$ cat config.mk
export PLATFORM = sky130hd
export DESIGN_NAME = seq_signed_mult
export DESIGN_NICKNAME = d
export VERILOG_FILES = /design/src/rtl/seq_signed_mult.sv
export SDC_FILE = /design/constraint.sdc
export NUM_CORES = 1
export LEC_CHECK = 0
export ABC_AREA = 1
export CAP_MARGIN = 20
export CORE_MARGIN = 2
export CORE_UTILIZATION = 52
export DETAILED_ROUTE_END_ITERATION = 10
export GPL_TIMING_DRIVEN = 0
export PLACE_DENSITY = 0.87
export SLEW_MARGIN = 40
export SYNTH_ARGS = -nofsm -noshare
export SYNTH_HDL_FRONTEND = slang
export SYNTH_SLANG_ARGS = --single-unit
$ cat constraint.sdc
create_clock -name clk_i -period 2.8 [get_ports clk_i]
set_input_delay 0.7 -clock clk_i [delete_from_list [all_inputs] [get_ports clk_i]]
set_output_delay 0.7 -clock clk_i [all_outputs]
set_load 0.1 [all_outputs]
$ cat src/rtl/seq_signed_mult.sv
// Sequential shift-add multiplier for two WIDTH-bit two's-complement operands, one iteration per clock.
// Optional build macro SEQ_MULT_UNSIGNED_MODE_EN adds a signed_i port selecting signed/unsigned operation.
module seq_signed_mult #(
  parameter int WIDTH = 8
) (
  input  logic               clk_i,
  input  logic               rst_i,
  input  logic               start_i,
`ifdef SEQ_MULT_UNSIGNED_MODE_EN
  input  logic               signed_i,
`endif
  input  logic [WIDTH-1:0]   multiplicand_i,
  input  logic [WIDTH-1:0]   multiplier_i,
  output logic [2*WIDTH-1:0] product_o,
  output logic               x_o,
  output logic               busy_o,
  output logic               done_o
);

  localparam int CW = $clog2(WIDTH) + 1;

  typedef enum logic [1:0] {
    IDLE = 2'd0,
    RUN  = 2'd1,
    DONE = 2'd2
  } state_e;

  state_e           state_q;
  logic             x_q, x_d;
  logic [WIDTH-1:0] a_q, a_d;
  logic [WIDTH-1:0] b_q, b_d;
  logic [WIDTH-1:0] s_q;
  logic [CW-1:0]    cnt_q;
  logic             busy_q, done_q;
  logic             sgn;

  logic             last_iter;
  logic [WIDTH:0]   addend;
  logic [WIDTH:0]   sum;

`ifdef SEQ_MULT_UNSIGNED_MODE_EN
  logic sgn_q;
  assign sgn = sgn_q;
`else
  assign sgn = 1'b1;
`endif

  assign last_iter = (cnt_q == CW'(WIDTH - 1));

  // One add/subtract step followed by the arithmetic right shift of {X,A,B}.
  // NOTE: every variable written here gets a default first, so no latch can be inferred.
  always_comb begin
    addend = {sgn & s_q[WIDTH-1], s_q};
    if (last_iter && sgn) begin
      addend = (~addend) + (WIDTH+1)'(1);
    end
    sum = {x_q, a_q};
    if (b_q[0]) begin
      sum = {sgn & a_q[WIDTH-1], a_q} + addend;
    end
    // Unsigned mode: the carry enters A's MSB, then X is cleared.
    x_d = sgn & sum[WIDTH];
    a_d = {sum[WIDTH], sum[WIDTH-1:1]};
    b_d = {sum[0], b_q[WIDTH-1:1]};
  end

  // NOTE: all state updates use non-blocking assignments so every register samples pre-edge values.
  always_ff @(posedge clk_i or posedge rst_i) begin
    if (rst_i) begin
      state_q <= IDLE;
      x_q     <= 1'b0;
      a_q     <= '0;
      b_q     <= '0;
      s_q     <= '0;
      cnt_q   <= '0;
      busy_q  <= 1'b0;
      done_q  <= 1'b0;
`ifdef SEQ_MULT_UNSIGNED_MODE_EN
      sgn_q   <= 1'b1;
`endif
    end else begin
      unique case (state_q)
        IDLE: begin
          if (start_i) begin
            x_q     <= 1'b0;
            a_q     <= '0;
            b_q     <= multiplier_i;
            s_q     <= multiplicand_i;
            cnt_q   <= '0;
            busy_q  <= 1'b1;
            state_q <= RUN;
`ifdef SEQ_MULT_UNSIGNED_MODE_EN
            sgn_q   <= signed_i;
`endif
          end
        end
        RUN: begin
          x_q   <= x_d;
          a_q   <= a_d;
          b_q   <= b_d;
          cnt_q <= cnt_q + CW'(1);
          if (last_iter) begin
            busy_q  <= 1'b0;
            done_q  <= 1'b1;
            state_q <= DONE;
          end
        end
        DONE: begin
          // A held Start must not retrigger; wait for release.
          if (!start_i) begin
            done_q  <= 1'b0;
            state_q <= IDLE;
          end
        end
        default: state_q <= IDLE;
      endcase
    end
  end

  assign product_o = {a_q, b_q};
  assign x_o       = x_q;
  assign busy_o    = busy_q;
  assign done_o    = done_q;

endmodule
# After elaboration in Yosys (flattened, before gate mapping)
# Cells that the tools add are included.
# totals
reg_bits,33
inputBits,19
out_inout_bits,19
# classes
n_addsub,3
eq_ne,6
n_mux,20
bitwise,1
reduce_logical,8
# ops
operator,n
one-hot mux 8 bit (2 select lines),2
two-way mux 9 bit,2
two-way mux 8 bit,2
"adder 9 x 1 -> 9 bit, second input constant",1
adder 9 bit,1
inverter 9 bit,1
AND reduction 3 bit,3
one-hot mux 4 bit (2 select lines),1
two-way mux 2 bit,3
"!= test 2 bit, second input constant",3
one-hot mux 1 bit (2 select lines),3
one-hot mux 2 bit (3 select lines),1
two-way mux 1 bit,5
"adder 4 x 1 -> 4 bit, second input constant",1
"== test 4 x 3 -> 1 bit, second input constant",1
two-way mux 4 bit,1
AND reduction 2 bit,2
nonzero test 2 bit,2
"== test 2 x 1 -> 1 bit, second input constant",1
"== test 2 bit, second input constant",1
zero test 2 bit,1

# Depth between registers and ports, before layout
# Gate-level depths: netlist of run 1.
# depth
word_depth,6
ltp_mapped,18
ltp_nobuf,18

# Worst setup path after synthesis of run 1
# Ideal clock, no wire load.
# synth_timing
path_type,register to register
start,register a_q[0]
end,register a_q[5]
arrival_time_ps,2154
slack_ps,523
path_stages_with_launch,9
path_buffers,0
cell_sequence,dfrtp_1 > ha_1 > fa_1 > nand3_1 > nand3_1 > a21oi_1 > nor2_1 > o21ai_0 > nand2_1
# synth_between
elab_chain_len,3
# synth_rtl
item,line,source
"start, declared",30,"logic [WIDTH-1:0] a_q, a_d;"
"start signal, assigned",72,a_q <= '0;
"start signal, assigned",86,a_q <= '0;
"start signal, assigned",99,a_q <= a_d;
adder 9 bit,59,"sum = {sgn & a_q[WIDTH-1], a_q} + addend;"
two-way mux 9 bit,58,if (b_q[0]) begin
one-hot mux 8 bit (2 select lines),82,unique case (state_q)
# No other way between the ends.
# A chain may end at the register's enable or synchronous reset.

# Worst setup path in the final report of run 1
# layout_timing
start,register cnt_q[0]
end,register a_q[5]
# layout_between
elab_chain_len,5
# layout_rtl
item,line,source
"start, declared",33,logic [CW-1:0] cnt_q;
"start signal, assigned",101,cnt_q <= cnt_q + CW'(1);
== test 4 x 3 -> 1 bit,48,assign last_iter = (cnt_q == CW'(WIDTH - 1));
two-way mux 9 bit,54,if (last_iter && sgn) begin
adder 9 bit,59,
two-way mux 9 bit,58,
one-hot mux 8 bit (2 select lines),82,
# No other way between the ends.

==> results of run 1 <==
[placed cells by master (no fill, tap or decap)]
| cell type | n |
|---|---|
| buf_2 | 20 |
| a22oi_2 | 1 |
| clkbuf_8 | 6 |
| or2_2 | 2 |
| xnor2_1 | 1 |
| o21ai_1 | 3 |
| nor2_1 | 25 |
| nand2_4 | 1 |
| nand2_1 | 77 |
| nor3_4 | 1 |
| clkdlybuf4s50_1 | 18 |
| a21boi_0 | 1 |
| a22o_1 | 1 |
| clkinvlp_4 | 1 |
| inv_2 | 5 |
| o21ai_0 | 26 |
| xor2_1 | 6 |
| inv_1 | 28 |
| buf_4 | 3 |
| o21bai_1 | 1 |
| clkbuf_1 | 3 |
| nand3_1 | 12 |
| dfrtp_1 | 32 |
| a31oi_1 | 1 |
| nand3_2 | 1 |
| ha_1 | 10 |
| fa_1 | 1 |
| o211ai_1 | 1 |
| nand4_1 | 2 |
| buf_6 | 2 |
| a21oi_1 | 19 |
[state kept, by name, indices dropped and copies added (netlist names)]
register  flops
b_q           8
cnt_q         4
a_q           8
busy_o        1
done_o        1
state_q       2
s_q           8
[routing by layer]
layer	wire, um	global-route usage (%)	vias to the layer above
met1	1995	28.13	822
met4	60	7.031	0
met3	119	4.089	5
met2	2052	37.12	25
met5	0	0	-
li1	-	-	934
[layout make-up]
cell class	count	area (um^2)
buffer	8	57.56
sequential	32	800.8
tap	48	60.06
clock inverter	1	7.507
inverter	33	123.9
fill	319	1247
clock buffer	7	86.33
timing repair buffer	37	275.3
multi-input combinational	193	1002
[Yosys cell counts (3+ instances only)]
library cell	n	share of area (%)
o21ai_1	3	0.76
ha_1	10	6.3
o21ai_0	26	6.6
buf_4	3	1.1
inv_1	29	5.5
dfrtp_1	32	40
nor2_1	25	4.7
xor2_1	6	2.6
nand2_1	77	15
nand3_1	12	3.0
inv_2	4	0.76
a21oi_1	19	4.8
[stage by stage]
stage | cells | utilization, % | hold WS [ns] | area, um^2
after CTS | 359 | 65.93 | 0.4819 | 2414
after detailed placement | 351 | 63.36 | 0.4665 | 2320
after global routing | 359 | 65.93 | 0.5003 | 2414
after floorplan | 266 | - | 0.4712 | 1984
after global placement | 351 | 65.96 | 0.4559 | 2415
final | 359 | 65.93 | 0.4767 | 2414
[logic make-up after synthesis]
| kind of cell | synth area share [%] |
|---|---|
| xor gates and xnor gates | 3.090 |
| DFF | 40.35 |
| buffers and inverters | 9.142 |
| AOI/OAI and AO/OA | 14.63 |
| adders and majority gates | 7.314 |
| and+or+nand+nor | 25.47 |
[worst register-to-register path, cell delays in order, from the launching register on]
cell,delay (ns)
dfrtp_1,0.42
ha_1,0.25
nand3_2,0.17
inv_2,0.09
nand2_1,0.06
o21ai_0,0.15
fa_1,0.47
nand3_1,0.11
nand3_1,0.14
a21oi_1,0.21
nor2_1,0.05
o21ai_0,0.15
nand2_1,0.06
[path summary, 6_finish.rpt]
kind                       cells after the start                  from                 end
max                                           12  cnt_q[0]$_DFFE_PP0P_  a_q[5]$_DFFE_PP0P_
min                                            2    busy_o$_DFFE_PP0P_  busy_o$_DFFE_PP0P_
max reg2reg                                   12  cnt_q[0]$_DFFE_PP0P_  a_q[5]$_DFFE_PP0P_
min reg2reg                                    2    busy_o$_DFFE_PP0P_  busy_o$_DFFE_PP0P_
max in group asynchronous                      2                 rst_i  a_q[2]$_DFFE_PP0P_
min in group asynchronous                      2                 rst_i  b_q[4]$_DFFE_PP0P_
==> results.py, run 1 <==
metrics = {
    "timing": {
        "fin_setup_tns_ns": 0,
        "worst_pin_slew_ns": 0.6509,
        "max_freq_mhz": 409.0,
        "slew_headroom_pct": 56.54,
        "setup_ws_ns": 0.3551,
        "setup_viol": 0,
        "report.final.slew_viol_count": 0,
        "finClkSkew_ns": 0.007414,
        "fin_crit_ns": 2.445,
        "hold_viol": 0,
        "min_period_over_period_pct": 87.32,
        "rsz0062_at_grt": "no",
    },
    "worst_setup_path": {
        "worstPathCellList": "ha_1, nand3_2, inv_2, nand2_1, o21ai_0, fa_1, nand3_1, nand3_1, a21oi_1, nor2_1, o21ai_0, nand2_1",
        "critical_path_buf_inv_count": 1,
        "worst_setup_path_start_kind": "flip-flop",
        "arrival_ns": 2.62,
        "critical-path-max-stage-delay_ns": 0.47,
        "r2r_slack_ns": 0.36,
        "worstPathMaxFanout": 7,
        "worstSetupPathType": "reg2reg",
        "cp-end-kind": "flip-flop",
        "cpLargestDelayFamily": "adder cells",
        "critPathRequiredTime_ns": 2.97,
        "cp_slowest_cell": "fa_1",
    },
    "synthesis": {
        "synth_edf_count": 0,
        "synthCells": 266,
        "synth_flop_cell": "dfrtp_1",
        "syn_nets": 296,
        "yosysSeqAreaShare_pct": 40.35,
        "yosysWarningCount": 0,
        "yosysUniqueCellTypes": 28,
        "synth_area_per_cell_um2": 7.460,
        "syn_area_um2": 1984,
        "synthArstFlopShare_pct": 100.0,
        "synth_seq_cells": 32,
    },
    "clocking": {
        "cts_made_buffers": 5,
        "cts_setup_buffers": 0,
        "max-clock-path-buffers": 2,
        "postCtsHoldBufs": 0,
        "htree_levels": 2,
        "clk_latency_ns": 0.29,
        "cts-root-buf": "clkbuf_8",
        "cts_tree": "built",
        "cts-resized-gates": 0,
        "cts_sinks": 32,
        "path_clk_slew_ns": 0.07,
    },
    "detailed_routing": {
        "via_count": 1786,
        "drt-pass1-iter-count": 4,
        "wire_per_inst_um": 11.78,
        "drt-vias-per-instance": 4.975,
        "detail-route-antenna-nets": 0,
        "drcViolationCount": 0,
        "first_iter_violations": 89,
        "finalWirelength_um": 4228,
    },
    "die": {
        "die-area_um2": 4326,
        "coreArea_um2": 3661,
        "dieWidth_um": 65.78,
        "die_h_um": 65.78,
        "ios": 38,
        "row_count": 22,
        "start_util_pct": 54.20,
    },
    "cells_and_area": {
        "nets": 340,
        "syn_to_final_growth_pct": 21.63,
        "layout-drive-gt1-share_pct": 13.83,
        "antenna_cells": 0,
    },
    "placed_design": {
        "place_ws_ns": 0.3918,
        "place_congestion": 0.8628,
        "port_buffers": 37,
        "hpwl_um": 3219,
    },
    "grt": {
        "grt_overflow_total": 0,
        "grt_pass1_wl_um": 7231,
        "grt_pass1_vias": 1636,
        "grt_max_degree": 33,
        "antenna_found_initial": 0,
        "groute.usage.overall_pct": 21.88,
    },
    "outcome": {
        "status": "finished, final reports clean",
    },
    "worst_hold_path": {
        "min_path_type": "reg2reg",
    },
    "job": {
        "maxCapViolations": 0,
    },
}
Power of run 1 is left out: the tool's default activity adds up to more than one toggle a clock period on the data nets, which glitch-free logic cannot reach.
==> inputs of run 2 (changes only) <==
TNS_END_PERCENT = 30   (was default)
==> results of run 2 <==
Final layout, timing and power as in run 1 (identical DEF).
Power of run 2 is left out for the same reason.
==> inputs of run 3 (changes only) <==
CORE_MARGIN = default   (was 2)
==> run 3 against run 2 <==
Net effect: register-to-register slack about the same; cell count unchanged; flip-flop and latch count unchanged; setup slack worse by 0.014 ns; hold slack better by 0.0037 ns; clock skew up 0.0010 ns; via count up 2.3%; sequential share of layout area down 0.19 points; final area up 0.57%; highest routed layer unchanged.
==> results.py, run 3 (synthesized netlist as in run 1, its figures left out) <==
metrics = {
    "job": {
        "maxCapViolations": 0,
    },
    "grt": {
        "grt_max_degree": 33,
        "grt_pass1_vias": 1736,
        "groute.usage.overall_pct": 25.31,
        "antenna_found_initial": 0,
        "grt_overflow_total": 0,
        "grt_pass1_wl_um": 7734,
    },
    "cells_and_area": {
        "layout-drive-gt1-share_pct": 13.83,
        "syn_to_final_growth_pct": 22.32,
        "antenna_cells": 0,
        "largestRegisters": "a_q x8, b_q x8, s_q x8",
        "final_cell_mix": "nand2_1 (77), dfrtp_1 (32), inv_1 (28)",
        "nets": 340,
        "layout_commonest_cell": "nand2_1",
    },
    "clocking": {
        "postCtsHoldBufs": 0,
        "max-clock-path-buffers": 2,
        "clk_latency_ns": 0.29,
        "cts_made_buffers": 5,
        "cts_setup_buffers": 0,
        "cts-resized-gates": 0,
        "htree_levels": 2,
        "cts_sinks": 32,
        "cts_tree": "built",
        "cts-root-buf": "clkbuf_8",
        "path_clk_slew_ns": 0.07,
    },
    "worst_hold_path": {
        "holdPathStages": 2,
        "min_path_type": "reg2reg",
        "hold_start": "busy_o$_DFFE_PP0P_",
    },
    "die": {
        "start_util_pct": 54.20,
        "row_count": 22,
        "die-area_um2": 4067,
        "die_h_um": 63.78,
        "coreArea_um2": 3661,
        "dieWidth_um": 63.78,
        "ios": 38,
    },
    "worst_setup_path": {
        "r2r_start": "cnt_q[0]$_DFFE_PP0P_",
        "worstSetupPathType": "reg2reg",
        "worstPathMaxFanout": 7,
        "startpoint": "cnt_q[0]$_DFFE_PP0P_",
        "rr_worst_depth": 12,
        "cp-end-kind": "flip-flop",
        "critPathRequiredTime_ns": 2.98,
        "worst_setup_path_start_kind": "flip-flop",
        "r2r_slack_ns": 0.34,
        "arrival_ns": 2.64,
    },
    "detailed_routing": {
        "wire_per_inst_um": 12.43,
        "first_iter_violations": 118,
        "via_count": 1827,
        "drt-vias-per-instance": 5.089,
        "finalWirelength_um": 4462,
        "detail-route-antenna-nets": 0,
        "drt-pass1-iter-count": 4,
        "drcViolationCount": 0,
    },
    "timing": {
        "slew_headroom_pct": 55.67,
        "hold_viol": 0,
        "min_period_over_period_pct": 87.83,
        "fin_crit_ns": 2.459,
        "max_freq_mhz": 406.6,
        "rsz0062_at_grt": "no",
        "report.final.slew_viol_count": 0,
        "fin_setup_tns_ns": 0,
        "setup_viol": 0,
        "worst_pin_slew_ns": 0.6640,
        "finClkSkew_ns": 0.008426,
    },
    "placed_design": {
        "port_buffers": 37,
        "place_congestion": 0.8501,
        "hpwl_um": 3286,
    },
    "outcome": {
        "status": "finished, final reports clean",
    },
}
[run 3: changes by cell type in the layout (fill, tap and decap cells not counted), sizes merged]
cell	delta
clkinv	+1
clkinvlp	-1
bufinv	+1
clkbuf	-1
[run 3: metrics by stage]
stage	utilization, %	std cells	hold WS (ns)	cell area, um^2	worst slack [ns]
detailed placement	63.36	351	0.4617	2320	0.3546
global placement	65.96	351	0.4550	2415	0.3964
CTS	66.30	359	0.4795	2427	0.3353
floorplan	-	266	0.4712	1984	0.5233
finish	66.30	359	0.4805	2427	0.3408
global route	66.30	359	0.5367	2427	0.07578
[run 3: worst paths after layout]
| kind | end |
|---|---|
| worst max-delay path | a_q[5]$_DFFE_PP0P_ |
| worst min-delay path | busy_o$_DFFE_PP0P_ |
| worst max register to register | a_q[5]$_DFFE_PP0P_ |
| worst min register to register | busy_o$_DFFE_PP0P_ |
| max in group asynchronous | a_q[7]$_DFFE_PP0P_ |
| min in group asynchronous | b_q[4]$_DFFE_PP0P_ |
[run 3: critical path: stages (launching register included)]
cell     delay, ns
dfrtp_1       0.42
ha_1          0.25
nand3_2       0.16
inv_2         0.09
nand2_1       0.06
o21ai_0       0.16
fa_1          0.47
nand3_1       0.11
nand3_1       0.14
a21oi_1       0.20
nor2_1        0.06
o21ai_0       0.17
nand2_1       0.06
[run 3: area by class of cell]
type                       instances  area, um^2
buffer                             8       57.56
clock inverter                     2       35.03
clock buffer                       6       72.57
inverter                          33       123.9
multi-input combinational        193        1002
fill                             319        1234
tap                               48       60.06
sequential                        32       800.8
timing repair buffer              37       275.3
[run 3: per-layer routing]
| metal | GRT usage [%] | up-vias | share of wire, % |
|---|---|---|---|
| li1 | - | 936 | - |
| met1 | 31.13 | 840 | 44 |
| met2 | 42.42 | 41 | 49 |
| met3 | 5.357 | 10 | 4.5 |
| met4 | 11.36 | 0 | 2.2 |
| met5 | 0 | - | 0 |
Power of run 3 is left out for the same reason.
